`src/rtl/frame_proc_ctrl_pkg.sv`:
```
// Shared definitions for the frame processing controller: geometry defaults,
// colour result codes and FSM state encoding.
package frame_proc_ctrl_pkg;

  localparam int IMG_W = 160;
  localparam int IMG_H = 120;
  localparam int AW    = 15;
  localparam int DW    = 12;

  typedef enum logic [1:0] {
    NONE  = 2'b00,
    RED   = 2'b01,
    GREEN = 2'b10,
    BLUE  = 2'b11
  } color_t;

  typedef enum logic [2:0] {
    IDLE     = 3'd0,
    WAIT_VS1 = 3'd1,
    WAIT_VS2 = 3'd2,
    SCAN     = 3'd3,
    DRAIN    = 3'd4,
    DECIDE   = 3'd5,
    DONE     = 3'd6
  } state_t;

endpackage

```
`src/rtl/frame_proc_ctrl_pix_classifier.sv`:
```
// Classifies one RGB pixel as dominant red, green or blue against a
// per-channel threshold; the one-hot result is registered.
module pix_classifier #(
  parameter int         DATA_W = frame_proc_ctrl_pkg::DW,
  parameter logic [3:0] TH     = 4'd8
) (
  input  logic              clk,
  input  logic              rst,
  input  logic              vld_p0,
  input  logic [DATA_W-1:0] pix_p0,
  output logic              vld_p1,
  output logic              red_p1,
  output logic              green_p1,
  output logic              blue_p1
);

  localparam int CW = DATA_W / 3;
  localparam logic [CW-1:0] TH_C = CW'(TH);

  function automatic logic chan_on(input logic [CW-1:0] c);
    return c >= TH_C;
  endfunction

  logic r_on, g_on, b_on;

  assign r_on = chan_on(pix_p0[3*CW-1:2*CW]);
  assign g_on = chan_on(pix_p0[2*CW-1:CW]);
  assign b_on = chan_on(pix_p0[CW-1:0]);

  // p0 -> p1: only the valid flag is reset; flags are ignored while it is low
  always_ff @(posedge clk or negedge rst) begin
    if (!rst) vld_p1 <= 1'b0;
    else      vld_p1 <= vld_p0;
  end

  always_ff @(posedge clk) begin
    red_p1   <=  r_on && !g_on && !b_on;
    green_p1 <= !r_on &&  g_on && !b_on;
    blue_p1  <= !r_on && !g_on &&  b_on;
  end

endmodule

```
`src/rtl/frame_proc_ctrl.sv`:
```
// Freezes the camera frame buffer between two VSYNC edges, scans it once,
// and reports the dominant colour through a 4-phase start/done handshake.
module frame_proc_ctrl #(
  parameter int          IMG_W       = frame_proc_ctrl_pkg::IMG_W,
  parameter int          IMG_H       = frame_proc_ctrl_pkg::IMG_H,
  parameter int          AW          = frame_proc_ctrl_pkg::AW,
  parameter int          DW          = frame_proc_ctrl_pkg::DW,
  parameter logic [3:0]  TH          = 4'd8,
  parameter logic [14:0] MIN_COUNT   = 15'd200,
  parameter logic [23:0] TIMEOUT_CYC = 24'd10_000_000
) (
  input  logic          clk,
  input  logic          rst,
  input  logic          start,
  input  logic          cam_vsync,
  output logic          cam_wr_en,
  output logic [AW-1:0] scan_addr,
  output logic          scan_rd,
  input  logic [DW-1:0] pix_data,
  output logic          busy,
  output logic          done,
  output logic          timeout,
  output logic [1:0]    color
);
  import frame_proc_ctrl_pkg::*;

  localparam logic [AW-1:0] LAST_ADDR = AW'(IMG_W * IMG_H - 1);
  localparam logic [23:0]   TO_LAST   = TIMEOUT_CYC - 24'd1;

  state_t      state, state_n;
  logic        vs_s1, vs_s2, vs_d, vs_rise;
  logic [23:0] to_cnt;
  logic        to_hit;
  logic        pix_vld_p0, cls_vld_p1, red_p1, green_p1, blue_p1;
  logic [14:0] cnt_r, cnt_g, cnt_b, cnt_r_n, cnt_g_n, cnt_b_n;
  color_t      best;
  logic [14:0] best_cnt;

  function automatic logic [14:0] sat_inc(input logic [14:0] v, input logic en);
    return (en && v != 15'h7FFF) ? v + 15'd1 : v;
  endfunction

  always_ff @(posedge clk or negedge rst) begin
    if (!rst) begin
      vs_s1 <= 1'b0;
      vs_s2 <= 1'b0;
      vs_d  <= 1'b0;
    end else begin
      vs_s1 <= cam_vsync;
      vs_s2 <= vs_s1;
      vs_d  <= vs_s2;
    end
  end

  assign vs_rise = vs_s2 && !vs_d;
  assign to_hit  = (to_cnt == TO_LAST);

  always_ff @(posedge clk or negedge rst) begin
    if (!rst) state <= IDLE;
    else      state <= state_n;
  end

  always_comb begin
    state_n   = state;
    busy      = 1'b1;
    done      = 1'b0;
    scan_rd   = 1'b0;
    cam_wr_en = 1'b1;
    case (state)
      IDLE: begin
        busy = 1'b0;
        if (start) state_n = WAIT_VS1;
      end
      WAIT_VS1: begin
        if (vs_rise)     state_n = WAIT_VS2;
        else if (to_hit) state_n = DONE;
      end
      WAIT_VS2: begin
        if (vs_rise)     state_n = SCAN;
        else if (to_hit) state_n = DONE;
      end
      SCAN: begin
        scan_rd   = 1'b1;
        cam_wr_en = 1'b0;
        if (scan_addr == LAST_ADDR) state_n = DRAIN;
      end
      DRAIN: begin
        cam_wr_en = 1'b0;
        state_n   = DECIDE;
      end
      DECIDE: state_n = DONE;
      DONE: begin
        busy = 1'b0;
        done = 1'b1;
        if (!start) state_n = IDLE;
      end
      default: state_n = IDLE;
    endcase
  end

  // read data returns one cycle after scan_rd
  always_ff @(posedge clk or negedge rst) begin
    if (!rst) pix_vld_p0 <= 1'b0;
    else      pix_vld_p0 <= scan_rd;
  end

  pix_classifier #(
    .DATA_W (DW),
    .TH     (TH)
  ) u_cls (
    .clk      (clk),
    .rst      (rst),
    .vld_p0   (pix_vld_p0),
    .pix_p0   (pix_data),
    .vld_p1   (cls_vld_p1),
    .red_p1   (red_p1),
    .green_p1 (green_p1),
    .blue_p1  (blue_p1)
  );

  // the last pixel lands during DECIDE, so the decision uses next-state counts
  assign cnt_r_n = sat_inc(cnt_r, cls_vld_p1 && red_p1);
  assign cnt_g_n = sat_inc(cnt_g, cls_vld_p1 && green_p1);
  assign cnt_b_n = sat_inc(cnt_b, cls_vld_p1 && blue_p1);

  always_comb begin
    best     = RED;
    best_cnt = cnt_r_n;
    if (cnt_g_n > best_cnt) begin
      best     = GREEN;
      best_cnt = cnt_g_n;
    end
    if (cnt_b_n > best_cnt) begin
      best     = BLUE;
      best_cnt = cnt_b_n;
    end
  end

  always_ff @(posedge clk or negedge rst) begin
    if (!rst) begin
      to_cnt    <= '0;
      scan_addr <= '0;
      cnt_r     <= '0;
      cnt_g     <= '0;
      cnt_b     <= '0;
      color     <= NONE;
      timeout   <= 1'b0;
    end else begin
      cnt_r <= cnt_r_n;
      cnt_g <= cnt_g_n;
      cnt_b <= cnt_b_n;
      case (state)
        IDLE: begin
          if (start) begin
            to_cnt  <= '0;
            cnt_r   <= '0;
            cnt_g   <= '0;
            cnt_b   <= '0;
            color   <= NONE;
            timeout <= 1'b0;
          end
        end
        WAIT_VS1, WAIT_VS2: begin
          if (vs_rise) begin
            to_cnt <= '0;
          end else if (to_hit) begin
            timeout <= 1'b1;
            color   <= NONE;
          end else begin
            to_cnt <= to_cnt + 24'd1;
          end
        end
        SCAN: scan_addr <= (scan_addr == LAST_ADDR) ? '0 : scan_addr + AW'(1);
        DECIDE: color <= (best_cnt >= MIN_COUNT) ? best : NONE;
        default: ;
      endcase
    end
  end

endmodule

```
`config.mk`:
```
export PLATFORM = sky130hd
export DESIGN_NAME = frame_proc_ctrl
export DESIGN_NICKNAME = d
export VERILOG_FILES = /design/src/rtl/frame_proc_ctrl_pkg.sv /design/src/rtl/frame_proc_ctrl_pix_classifier.sv /design/src/rtl/frame_proc_ctrl.sv
export SDC_FILE = /design/constraint.sdc
export NUM_CORES = 1
export LEC_CHECK = 0
export CAP_MARGIN = 20
export CORE_MARGIN = 2
export CORE_UTILIZATION = 40
export DETAILED_ROUTE_END_ITERATION = 10
export GPL_TIMING_DRIVEN = 1
export PLACE_DENSITY = 0.69
export SYNTH_ARGS = -nofsm -noshare
export SYNTH_HDL_FRONTEND = slang
export SYNTH_SLANG_ARGS = --single-unit
```
`constraint.sdc`:
```
create_clock -name clk -period 7.15 [get_ports clk]
set_clock_uncertainty 0.05 [all_clocks]
set_input_delay 0.715 -clock clk [delete_from_list [all_inputs] [get_ports clk]]
set_output_delay 0.715 -clock clk [all_outputs]
set_load 0.005 [all_outputs]
```
# Word-level counts from Yosys, hierarchy flattened
# Index checks and enable logic that the tools add are counted.
# totals
regBits,98
input_bits,16
output_inout_bits,22
word_cells,109
# classes
addsub,5
order_cmp,6
n_eq_ne,17
n_mux,38
n_reduce_logical,27
# ops
operator,count
15-bit 2-to-1 mux,12
24-bit 2-to-1 mux,3
"15-bit by 1-bit adder with 15-bit output, second input constant",4
24-bit case mux with 2 select lines,1
"15-bit != test, second input constant",3
15-bit > comparator,2
"24-bit by 1-bit adder with 24-bit output, second input constant",1
"24-bit equality test, second input constant",1
3-bit case mux with 7 select lines,1
3-bit 2-to-1 mux,6
"15-bit equality test, second input constant",1
"15-bit by 8-bit greater-or-equal comparator with 1-bit output, second input constant",1
1-bit logical AND,13
"4-bit greater-or-equal comparator, second input constant",3
2-bit 2-to-1 mux,6
"2-bit != test, second input constant",5
"3-bit equality test, second input constant",3
4-bit AND reduction,2
1-bit 2-to-1 mux,7
"3-bit by 2-bit equality test with 1-bit output, second input constant",2
2-bit case mux with 3 select lines,1
3-bit AND reduction,2
2-bit OR reduction,3
1-bit logical NOT,4
6 further kinds,6

# Logic depth before layout (Yosys ltp)
# Gate-level depths: netlist of the first run.
# depth
word_depth,10
ltp_mapped,29
ltp_nobuf,28

# Hierarchy
# From an unflattened synthesis of the first run, not the netlist that was laid out.
# unflattened
hier_cells,665
hier_area_um2,5965.7
# modules_own_cells
mod,n_inst,cells_per_inst,area_per_inst_um2,seq_area_each_um2
frame_proc_ctrl,1,658,5858.1,2352.3
pix_classifier,1,7,107.6,85.1

# Least setup slack after synthesis of the first run
# Ideal clock, no wire load.
# synth_path
path_kind,reg-to-reg
start,register cnt_g[0]
end,register color[0]
setup_time_ns,0.116
t_arrival_ns,5.454
t_required_ns,6.984
slack_ns,1.530
stages_incl_launch_ff,28
path_cell_list,dfrtp_1 > ha_1 > and3_1 > a31oi_1 > nand3_1 > nor2_1 > nand3_1 > xor2_1 > inv_1 > ha_1 > and4_1 > and2_1 > nand2_1 > o21a_1 > a31o_2 > nor2_1 > buf_2 > mux2_2 > ha_1 > a21o_1 > a21o_1 > a21oi_1 > o21ai_0 > a21oi_1 > a21oi_1 > a21oi_1 > nor3_1 > o311ai_0
# synth_via
elab_chain_cells,10
word_cells_on_any_way,13
classes_between,1 x add/sub; 3 x order compare; 1 x eq/ne; 7 x mux; 1 x reduce/logical
# synth_lines
element,line_no,source
from (decl),frame_proc_ctrl.sv:35,"logic [14:0] cnt_r, cnt_g, cnt_b, cnt_r_n, cnt_g_n, cnt_b_n;"
from (signal assigned),frame_proc_ctrl.sv:150,cnt_g <= cnt_g_n;
branches (longest 2 deep; another with 15-bit by 1-bit adder with 15-bit output),--,
15-bit 2-to-1 mux *,frame_proc_ctrl.sv:40,return (en && v != 15'h7FFF) ? v + 15'd1 : v;
15-bit > comparator,frame_proc_ctrl.sv:129,if (cnt_g_n > best_cnt) begin
15-bit 2-to-1 mux,frame_proc_ctrl.sv:129,
15-bit > comparator,frame_proc_ctrl.sv:133,if (cnt_b_n > best_cnt) begin
15-bit 2-to-1 mux,frame_proc_ctrl.sv:133,
15-bit by 8-bit greater-or-equal comparator with 1-bit output,frame_proc_ctrl.sv:174,DECIDE: color <= (best_cnt >= MIN_COUNT) ? best : NONE;
2-bit 2-to-1 mux *,frame_proc_ctrl.sv:174,
2-bit case mux with 3 select lines *,frame_proc_ctrl.sv:152,case (state)
to (signal assigned),frame_proc_ctrl.sv:174,
to (decl),frame_proc_ctrl.sv:23,output logic [1:0] color
# Every way passes the cells marked *.
# A chain may end at the register's enable or synchronous reset.

# Worst setup path in the final report of the first run
# Ends and elaborated chain as after synthesis.

==> results by group, run 1 <==
Layout
  – FF/Latch Area: 2437 µm²
  – Finished Cell Area: 6870 µm²
  – Layout Nets: 754
  – Fillers: 1475
  – Footprint of the multi-input gates: 3490 µm²
  – Share of cells above drive strength 1: 7.972%
  – Layout Cells excl Fill: 903
  – Final Util: 45.53%
  – Ant. Diodes: 0
  – Area grow syn2layout: 12.43%

Clocking
  – Hold_buf cts: 0
  – CTS max path bufs: 2
  – Reg clk slew, reported paths: 70 ps
  – CTS-repair resized insts: 0
  – Root buffer cell: clkbuf_16
  – TritonCTS buffer count: 9
  – Clk sinks: 98
  – CTS H-Tree Depth: 3
  – CTS tree: built
  – Clk_lat worst skew: 360 ps
  – Setup Fix Bufs, Post-CTS: 0

Critical path
  – WP buf/inv: 2
  – Critical path's slowest cell: a31oi_1
  – Worst-path fanout max: 12
  – Critical path's top delay family: compound AO/OA/AOI/OAI gates
  – Critical Path Sink Type: register
  – Reg2Reg Setup Slack: 670 ps
  – Reg2Reg Depth: 28
  – Longest individual stage delay on the worst path: 530 ps
  – Reg2reg start: cnt_g[0]$_DFF_PN0_
  – Req. time, crit path: 7330 ps
  – Reg2reg end: color[0]$_DFFE_PN0P_
  – CP most frequent cell: a21oi_1
  – Worst path depth: 28
  – Arrival time at the worst endpoint: 6660 ps
  – Critical path startpoint category: register
  – Class of the most critical setup path: reg2reg

Route
  – Met2 WL post-DR: 6.250 mm
  – Drt drc: 0
  – Met1 wire length: 6.621 mm
  – Max layer used: met4
  – Via count: 4923
  – Routed Antenna Nets: 0
  – Post-Route WL: 13.46 mm
  – Met3 WL: 454 µm
  – Via density: 5.452
  – Drt pass-1 iters: 5
  – Wire per inst: 14.91 µm
  – DR iter-0 viols: 217

Outcome
  – Outcome: finished, final reports clean

Yosys
  – Largest family of logic cells by synthesized area: simple AND/OR/NAND/NOR gates
  – Leading area contributor after synthesis: dfrtp_1
  – Syn nets: 730
  – Simple-Gate Fraction of Synth Area: 26.06%
  – Synth Area in Adders: 5.917%
  – Yosys warns: 0
  – Number of flops mapped to enable cells by yosys: 0
  – Prevailing post-synth register cell: dfrtp_1
  – Register bit total from synthesis: 98
  – Post-synthesis mux area share: 4.197%
  – Seq/Total Area, Yosys: 39.89%
  – Mapped cell area: 6111 µm²
  – Synth Area in Compound Gates: 11.73%
  – Synth top area share: 38.90%
  – Post-synthesis cell count: 686
  – Avg Cell Area, Syn: 8.908 µm²
  – Async set-or-reset flop fraction in the synthesized netlist: 96.94%
  – XOR/XNOR share of the synthesized area: 9.111%
  – Synth unique cells: 67
  – Area contributors post-synth: dfrtp_1 39%, nor2_1 5.9%, ha_1 5.7%, xor2_1 5.4%, nand2_1 4.4%

Timing
  – Final Slew Violations: 0
  – Worst-case hold slack: 197.7 ps
  – Final Hold Viols: 0
  – Max-slew headroom: 37.77%
  – Final period utilization: 90.66%
  – Crit path time final: 6482 ps
  – Final setup margin: 668.1 ps
  – Endpoints failing setup: 0
  – Setup TNS: 0 ps
  – Fmax: 0.1543 GHz
  – Actual slew at the worst max-slew pin: 933.4 ps
  – RSZ-0062 raised after global routing: no

Placement
  – Dpl cells: 887
  – Number of port buffers: 28
  – Dpl ws: 712.4 ps
  – RePlAce Congestion: 0.8232
  – Placement Cell Area: 6590 µm²
  – DP HPWL: 9.663 mm

Floorplanning
  – Die width: 127.6 µm
  – Core area: 15090 µm²
  – Row cnt: 45
  – # IOs: 38
  – Initial Util: 40.50%
  – Die ar.: 16280 µm²
  – Die span in y: 127.6 µm

Global routing
  – Largest net degree at the start of global routing: 75
  – Final global-route overflow total: 0
  – Initial antenna violation count: 0
  – First-pass GRT wire length: 22.46 mm
  – GRT Util Overall: 17.17%
  – Vias in the first global route: 4616

Worst hold path
  – Worst min path class: in2async

Job
  – Max Cap Viol: 0

Pwr
  – Pwr Total: 1.758 mW
  – PwrDens: 255.9 nW/µm²
  – Leakage: 2.930 nW
  – VDD IR max: 0.1214 mV
cell usage after synthesis (all sizes together), types with 2 or more instances:
library cell	n
nor2	99
dfrtp	95
nand2	71
xor2	38
nand3	33
o21ai	32
ha	28
inv	28
nand4	25
a21oi	23
xnor2	22
and3	20
clkbuf	19
nor3	17
mux2	15
a21o	10
a31oi	9
mux2i	8
nor4	8
o31a	8
nand2b	7
nor2b	7
and4	6
and2	5
a311oi	4
nor3b	4
or4	4
dfxtp	3
o21a	3
o22ai	3
o311ai	3
or2	3
a211oi	2
buf	2
nor4b	2
o31ai	2
or3	2
flip-flops by register name, summed over array words and instances, names as in the netlist, 2 cells and up:
register	cells
cnt_b	15
cnt_g	15
cnt_r	15
color	2
scan_addr	15
state	3
to_cnt	24
report_power, final:
part	switching, mW	total [mW]	internal, mW
logic	0.329	0.582	0.254
clock network	0.216	0.463	0.247
registers	0.0891	0.712	0.623
how the worst max path moves through the flow:
stage	start	end	slack, ps
floorplan	cnt_g[0]$_DFF_PN0_	color[0]$_DFFE_PN0P_	1530
global placement	cnt_g[0]$_DFF_PN0_	color[0]$_DFFE_PN0P_	880
detailed placement	cnt_g[0]$_DFF_PN0_	color[0]$_DFFE_PN0P_	710
CTS	cnt_g[0]$_DFF_PN0_	color[0]$_DFFE_PN0P_	650
global route	cnt_g[0]$_DFF_PN0_	color[0]$_DFFE_PN0P_	160
finish	cnt_g[0]$_DFF_PN0_	color[0]$_DFFE_PN0P_	670
metal layers:
metal	vias to the layer above	track usage [%]
met3	12	4.062
li1	2478	-
met5	-	0
met2	74	27.71
met1	2359	23.30
met4	0	4.525
kinds of logic (layout without fill, tap and decap cells):
group                    after synthesis  after routing
AO/OA/AOI/OAI                        110            110
multiplexers                          23             23
XOR/XNOR                              61             61
adder cells (fa/ha/maj)               29             29
AND/OR/NAND/NOR                      316            316
buffers and inverters                 49             78
flip-flops                            98             98
cells in the final DEF, fill, tap and decap left out, types with 4 or more instances in the layout:
master	instances
nand3_1	33
mux2_2	14
and2_1	5
ha_1	28
clkdlybuf4s50_1	27
buf_4	7
a31oi_1	9
xor2_1	38
and3_1	20
nor3b_1	4
a21o_1	10
nand2_1	71
nand2b_1	7
nor3_1	14
nor2_1	96
nor4_1	7
nand4_1	22
o31a_1	8
clkbuf_16	9
dfrtp_1	95
nor2b_1	7
a21oi_1	23
o21ai_0	32
mux2i_1	7
inv_1	28
and4_1	5
xnor2_1	21
worst reg2reg max path, delay by kind of cell, from the launching register on:
kind	cells	cell delay, ps
AOI/OAI and AO/OA	13	2460
and+or+nand+nor	8	1490
adders and majority gates	3	850
DFF	1	430
buffers and inverters	2	380
muxes	1	370
xor gates and xnor gates	1	340
cell type report:
cell class	instances	share of cell area (%)
Sequential cell	98	35.48
Clock buffer	11	3.533
Clock inverter	5	0.5463
Timing Repair Buffer	34	4.699
Inverter	28	1.530
Multi-Input combinational cell	539	50.79
Tap cell	188	3.424
No activity file was read; power rests on OpenSTA's default activity.
==> run 2, diff against run 1 <==
--- a/config.mk
+++ b/config.mk
@@ -11,6 +11,7 @@
 export DETAILED_ROUTE_END_ITERATION = 10
 export GPL_TIMING_DRIVEN = 1
 export PLACE_DENSITY = 0.69
+export SLEW_MARGIN = 30
 export SYNTH_ARGS = -nofsm -noshare
 export SYNTH_HDL_FRONTEND = slang
 export SYNTH_SLANG_ARGS = --single-unit
==> run 2 against run 1 <==
Compared with the run above: clock power hardly changed; via count hardly changed; final cell count stayed put; fmax hardly changed; non-clock buffer count stayed put; critical path type unchanged; critical endpoint unchanged.
==> results by group, run 2 (synthesis gave the netlist of run 1 again) <==
Layout
  – Area grow syn2layout: 12.49% (about the same)
  – Most common cell after layout, fill and taps aside: nor2_1
  – Share of cells above drive strength 1: 7.972% (unchanged)
  – Layout Cells excl Fill: 903 (unchanged)
  – Ant. Diodes: 0 (unchanged)
  – Final Util: 45.56% (about the same)
  – Commonest non-fill, non-tap cells in the layout: 96 x nor2_1, 95 x dfrtp_1, 71 x nand2_1
  – Layout Nets: 754 (unchanged)
  – Max reg flops: 24 (unchanged)
  – Fillers: 1475 (unchanged)
  – Most flop-heavy register: to_cnt

Global routing
  – Largest net degree at the start of global routing: 75 (unchanged)
  – First-pass GRT wire length: 22.46 mm (unchanged)
  – GRT Util Overall: 17.17% (unchanged)
  – Vias in the first global route: 4616 (unchanged)
  – Initial antenna violation count: 0 (unchanged)
  – Final global-route overflow total: 0 (unchanged)

Timing
  – RSZ-0062 raised after global routing: no
  – Final Hold Viols: 0 (unchanged)
  – Actual slew at the worst max-slew pin: 881.4 ps (-52.01 ps)
  – Max-slew headroom: 40.70% (+2.9 points)
  – Fmax: 0.1543 GHz (about the same)
  – Endpoints failing setup: 0 (unchanged)
  – Final Slew Violations: 0 (unchanged)
  – Setup TNS: 0 ps (unchanged)
  – Final period utilization: 90.66% (about the same)
  – Crit path time final: 6482 ps (-0.08100 ps)
  – Worst-case hold slack: 200.6 ps (+2.850 ps)

Route
  – DR iter-0 viols: 217 (unchanged)
  – Via density: 5.455 (about the same)
  – Drt pass-1 iters: 5 (unchanged)
  – Wire per inst: 14.92 µm (about the same)
  – Routed Antenna Nets: 0 (unchanged)
  – Drt drc: 0 (unchanged)
  – Via count: 4926 (+0.061%)
  – Post-Route WL: 13.47 mm (about the same)

Floorplanning
  – Row cnt: 45 (unchanged)
  – Die width: 127.6 µm (unchanged)
  – Core area: 15090 µm² (unchanged)
  – Die ar.: 16280 µm² (unchanged)
  – # IOs: 38 (unchanged)
  – Initial Util: 40.50% (unchanged)
  – Die span in y: 127.6 µm (unchanged)

Critical path
  – Critical path startpoint category: register
  – WP buf/inv: 2 (unchanged)
  – Arrival time at the worst endpoint: 6660 ps (about the same)
  – Req. time, crit path: 7330 ps (about the same)
  – Worst-path fanout max: 12 (unchanged)
  – Longest individual stage delay on the worst path: 530 ps (about the same)
  – Critical path's slowest cell: a31oi_1
  – Class of the most critical setup path: reg2reg
  – Critical Path Sink Type: register
  – CP most frequent cell: a21oi_1
  – Critical path's top delay family: compound AO/OA/AOI/OAI gates

Pwr
  – VDD IR max: 0.1214 mV (about the same)
  – Pwr Total: 1.758 mW (about the same)
  – Leakage: 2.932 nW (about the same)
  – PwrDens: 255.8 nW/µm² (about the same)

Clocking
  – CTS-repair resized insts: 0 (unchanged)
  – Clk sinks: 98 (unchanged)
  – Hold_buf cts: 0 (unchanged)
  – CTS tree: built
  – Root buffer cell: clkbuf_16
  – Clk_lat worst skew: 360 ps (about the same)
  – TritonCTS buffer count: 9 (unchanged)
  – CTS H-Tree Depth: 3 (unchanged)
  – CTS max path bufs: 2 (unchanged)
  – Reg clk slew, reported paths: 70 ps (about the same)
  – Setup Fix Bufs, Post-CTS: 0 (unchanged)

Placement
  – RePlAce Congestion: 0.8232 (unchanged)
  – Number of port buffers: 28 (unchanged)
  – DP HPWL: 9.663 mm (unchanged)
  – Dpl cells: 887 (unchanged)

Job
  – Max Cap Viol: 0 (unchanged)

Worst hold path
  – Worst min path class: in2async

Outcome
  – Outcome: finished, final reports clean
## run 2: layout make-up
cell class              count  area (µm²)  share of cell area, %
well taps                 188       235.2                  3.422
clock inverters             5       37.54                 0.5461
inverters                  28       105.1                  1.529
flip-flops and latches     98        2437                  35.46
repair buffers             34       326.6                  4.751
multi-input cells         539        3490                  50.76
clock buffers              11       242.7                  3.531
## run 2: worst register-to-register path, delay by kind of cell (launching register included)
kind | cells | cell delay (ps)
muxes | 1 | 370
DFF | 1 | 430
AOI/OAI and AO/OA | 13 | 2460
buffers and inverters | 2 | 380
and+or+nand+nor | 8 | 1490
xor gates and xnor gates | 1 | 340
adders and majority gates | 3 | 850
## run 2: per-stage QoR
stage	worst slack [ps]	instance area, µm²
after global routing	155.8	6874
after detailed placement	712.4	6590
final	668.2	6874
after floorplan	1530	6111
after global placement	880.6	6590
after CTS	650.0	6870
## run 2: final timing paths
| check | startpoint | endpoint | slack, ps | cells after the start |
|---|---|---|---|---|
| worst max-delay path | cnt_g[0]$_DFF_PN0_ | color[0]$_DFFE_PN0P_ | 670 | 28 |
| worst min-delay path | rst | cnt_r[5]$_DFF_PN0_ | 200 | 1 |
| worst max register to register | cnt_g[0]$_DFF_PN0_ | color[0]$_DFFE_PN0P_ | 670 | 28 |
| worst min register to register | pix_vld_p0$_DFF_PN0_ | u_cls.vld_p1$_DFF_PN0_ | 300 | 0 |
| max in group asynchronous | rst | scan_addr[6]$_DFFE_PN0P_ | 5900 | 2 |
| min in group clk | pix_vld_p0$_DFF_PN0_ | u_cls.vld_p1$_DFF_PN0_ | 300 | 0 |
## run 2: routing by layer
metal	wire length, µm	global-route usage [%]	up-vias
met4	137	4.525	0
met5	0	0	-
li1	-	-	2477
met1	6593	23.30	2361
met2	6262	27.71	76
met3	479	4.062	12
## run 2: power by group
group	internal, mW	switching [mW]
Clock	0.247	0.216
Sequential	0.623	0.0891
Combinational	0.254	0.329
Total	1.12	0.634
==> run 3, diff against run 2 <==
--- a/config.mk
+++ b/config.mk
@@ -10,8 +10,9 @@
 export CORE_UTILIZATION = 40
 export DETAILED_ROUTE_END_ITERATION = 10
 export GPL_TIMING_DRIVEN = 1
-export PLACE_DENSITY = 0.69
+export PLACE_DENSITY = 0.7
 export SLEW_MARGIN = 30
 export SYNTH_ARGS = -nofsm -noshare
 export SYNTH_HDL_FRONTEND = slang
+export SYNTH_HIERARCHICAL = 1
 export SYNTH_SLANG_ARGS = --single-unit
==> run 3 against run 2 <==
Compared with the run above: combinational power down 23%; core utilization is 0.73 points higher; sequential cell count is the same; die area decreased by 2.3%; largest cell class unchanged; clock power up 6.3%; synthesized cell count shrank 3.1%.
==> results by group, run 3 <==
Outcome
  – Outcome: finished, final reports clean

Placement
  – DP HPWL: 9.497 mm (-1.7%)
  – Number of port buffers: 28 (unchanged)
  – Placement Cell Area: 6424 µm² (-2.5%)
  – RePlAce Congestion: 0.8485 (+3.1%)

Global routing
  – Largest net degree at the start of global routing: 68 (-9.3%)
  – Final global-route overflow total: 0 (unchanged)
  – First-pass GRT wire length: 22.60 mm (+0.65%)
  – Vias in the first global route: 4527 (-1.9%)
  – Initial antenna violation count: 0 (unchanged)
  – GRT Util Overall: 17.51% (+0.34 points)

Route
  – Post-Route WL: 13.31 mm (-1.2%)
  – Via density: 5.525 (+1.3%)
  – Via count: 4851 (-1.5%)
  – Drt pass-1 iters: 4 (-1)
  – Routed Antenna Nets: 0 (unchanged)
  – Wire per inst: 15.15 µm (+1.6%)
  – DR iter-0 viols: 357 (+65%)
  – Drt drc: 0 (unchanged)

Layout
  – Fillers: 1430 (-3.1%)
  – Commonest non-fill, non-tap cells in the layout: 95 x dfrtp_1, 86 x nor2_1, 59 x nand2_1
  – FF/Latch Area: 2437 µm² (unchanged)
  – Finished Cell Area: 6728 µm² (-2.1%)
  – Most common cell after layout, fill and taps aside: dfrtp_1
  – Share of cells above drive strength 1: 6.916% (-1.1 points)
  – Layout Nets: 734 (-2.7%)
  – Footprint of the multi-input gates: 3341 µm² (-4.3%)
  – Area grow syn2layout: 12.77%
  – Max reg flops: 24 (unchanged)
  – Ant. Diodes: 0 (unchanged)
  – Most flop-heavy register: to_cnt

Clocking
  – CTS-repair resized insts: 0 (unchanged)
  – CTS max path bufs: 2 (unchanged)
  – CTS H-Tree Depth: 3 (unchanged)
  – Clk_lat worst skew: 360 ps (about the same)
  – Root buffer cell: clkbuf_16
  – CTS tree: built
  – Hold_buf cts: 0 (unchanged)
  – Setup Fix Bufs, Post-CTS: 0 (unchanged)
  – Clk sinks: 98 (unchanged)
  – TritonCTS buffer count: 9 (unchanged)
  – Reg clk slew, reported paths: 70 ps (about the same)

Pwr
  – VDD IR max: 0.1466 mV (+21%)
  – Leakage: 2.801 nW (-4.4%)
  – PwrDens: 245.0 nW/µm² (-4.2%)
  – Pwr Total: 1.648 mW (-6.3%)

Yosys
  – Number of flops mapped to enable cells by yosys: 0 (unchanged)
  – Seq/Total Area, Yosys: 40.86% (+0.97 points)
  – Synth top area share: 39.85% (+0.95 points)
  – Count leader, synth: dfrtp_1
  – Register bit total from synthesis: 98 (unchanged)
  – Async set-or-reset flop fraction in the synthesized netlist: 96.94% (unchanged)
  – Syn nets: 709 (-2.9%)
  – Leading area contributor after synthesis: dfrtp_1
  – Post-synthesis cell count: 665 (-3.1%)
  – Mapped cell area: 5966 µm² (-2.4%)
  – Area contributors post-synth: dfrtp_1 40%, ha_1 5.9%, nor2_1 5.4%, xor2_1 4.6%, nand2_1 3.7%
  – Synth unique cells: 67 (unchanged)
  – Avg Cell Area, Syn: 8.971 µm² (+0.71%)
  – Prevailing post-synth register cell: dfrtp_1
  – Most frequent cells after synthesis: 95 x dfrtp_1, 86 x nor2_1, 59 x nand2_1
  – Yosys warns: 6 (+6)

Timing
  – Fmax: 0.1583 GHz (+2.6%)
  – RSZ-0062 raised after global routing: no
  – Worst-case hold slack: 239.8 ps (+39.22 ps)
  – Endpoints failing setup: 0 (unchanged)
  – Max-slew headroom: 40.13% (-0.57 points)
  – Setup TNS: 0 ps (unchanged)
  – Actual slew at the worst max-slew pin: 898.0 ps (+16.63 ps)
  – Final Hold Viols: 0 (unchanged)
  – Final period utilization: 88.33% (-2.3 points)
  – Final Slew Violations: 0 (unchanged)
  – Crit path time final: 6316 ps (-166.2 ps)

Critical path
  – Critical path's slowest cell: nand2_1
  – Arrival time at the worst endpoint: 6530 ps (-130 ps)
  – Critical Path Sink Type: register
  – Class of the most critical setup path: reg2reg
  – Critical path startpoint category: register
  – CP most frequent cell: ha_1
  – Longest individual stage delay on the worst path: 610 ps (+80 ps)
  – Req. time, crit path: 7370 ps (+40 ps)
  – Worst-path fanout max: 26 (+14)

Floorplanning
  – # IOs: 38 (unchanged)
  – Core area: 14530 µm² (-3.7%)
  – Die ar.: 15910 µm² (-2.3%)
  – Initial Util: 41.05% (+0.55 points)
  – Row cnt: 44 (-2.2%)
  – Die width: 126.1 µm (-1.2%)
  – Die span in y: 126.1 µm (-1.2%)

Worst hold path
  – Worst min path class: in2async

Job
  – Max Cap Viol: 0 (unchanged)
run 3: cell types whose count changed in the layout (fill, tap and decap cells not counted), sizes merged, moves of 5 or more:
cell    previous run  this run
inv               29        35
mux2              15         7
nand2             71        62
nand2b             7         2
nor2              99        86
nor4               8        14
o21ai             32        45
o31a               8         0
xor2              38        31
run 3: path summary, 6_finish.rpt:
path | start | to | slack [ps] | cells after the start
worst max-delay path | cnt_r[0]$_DFF_PN0_ | color[0]$_DFFE_PN0P_ | 830 | 25
worst min-delay path | rst | cnt_b[5]$_DFF_PN0_ | 240 | 1
worst max register to register | cnt_r[0]$_DFF_PN0_ | color[0]$_DFFE_PN0P_ | 830 | 25
worst min register to register | pix_vld_p0$_DFF_PN0_ | u_cls/vld_p1$_DFF_PN0_ | 300 | 0
max in group asynchronous | rst | to_cnt[13]$_DFFE_PN0P_ | 5650 | 2
min in group clk | pix_vld_p0$_DFF_PN0_ | u_cls/vld_p1$_DFF_PN0_ | 300 | 0
run 3: cells by family after synthesis:
kind of cell / Yosys count / share of synthesized area (%)
mux: 17 / 3.272
flops: 98 / 40.86
fa+ha+maj: 31 / 6.397
buf+inv: 51 / 3.460
xor+xnor: 56 / 8.221
compound gates: 120 / 12.52
simple gates: 292 / 25.27
run 3: routing by layer:
metal / vias to the layer above / track usage [%] / wire length (µm)
met1: 2346 / 25.12 / 6712
met4: 0 / 4.266 / 174
li1: 2421 / - / -
met5: - / 0 / 0
met3: 12 / 4.928 / 528
met2: 72 / 26.25 / 5892
run 3: critical path, delay by kind of cell, from the launching register on:
kind,cells,cell delay [ps]
AOI/OAI and AO/OA,8,1280
xor gates and xnor gates,1,330
adders and majority gates,3,830
DFF,1,420
muxes,1,440
and+or+nand+nor,12,2890
run 3: per-stage QoR:
step	cells	util, %	setup slack [ps]
floorplan	665	-	1769
global placement	863	44.20	936.5
detailed placement	863	44.20	914.5
CTS	878	46.20	850.7
global route	878	46.29	415.9
finish	878	46.29	834.4
run 3: power by group:
group	leakage, nW	internal, mW	switching, mW
clock	0.146	0.271	0.220
sequential	1.10	0.624	0.0816
combinational	1.56	0.175	0.277
total	2.80	1.07	0.579
run 3: final cells by class:
type / instances / share of cell area (%)
sequential: 98 / 36.23
timing repair buffer: 31 / 4.463
inverter: 34 / 1.897
multi-input combinational: 516 / 49.66
clock buffer: 9 / 3.348
tap: 184 / 3.422
clock inverter: 6 / 0.9857
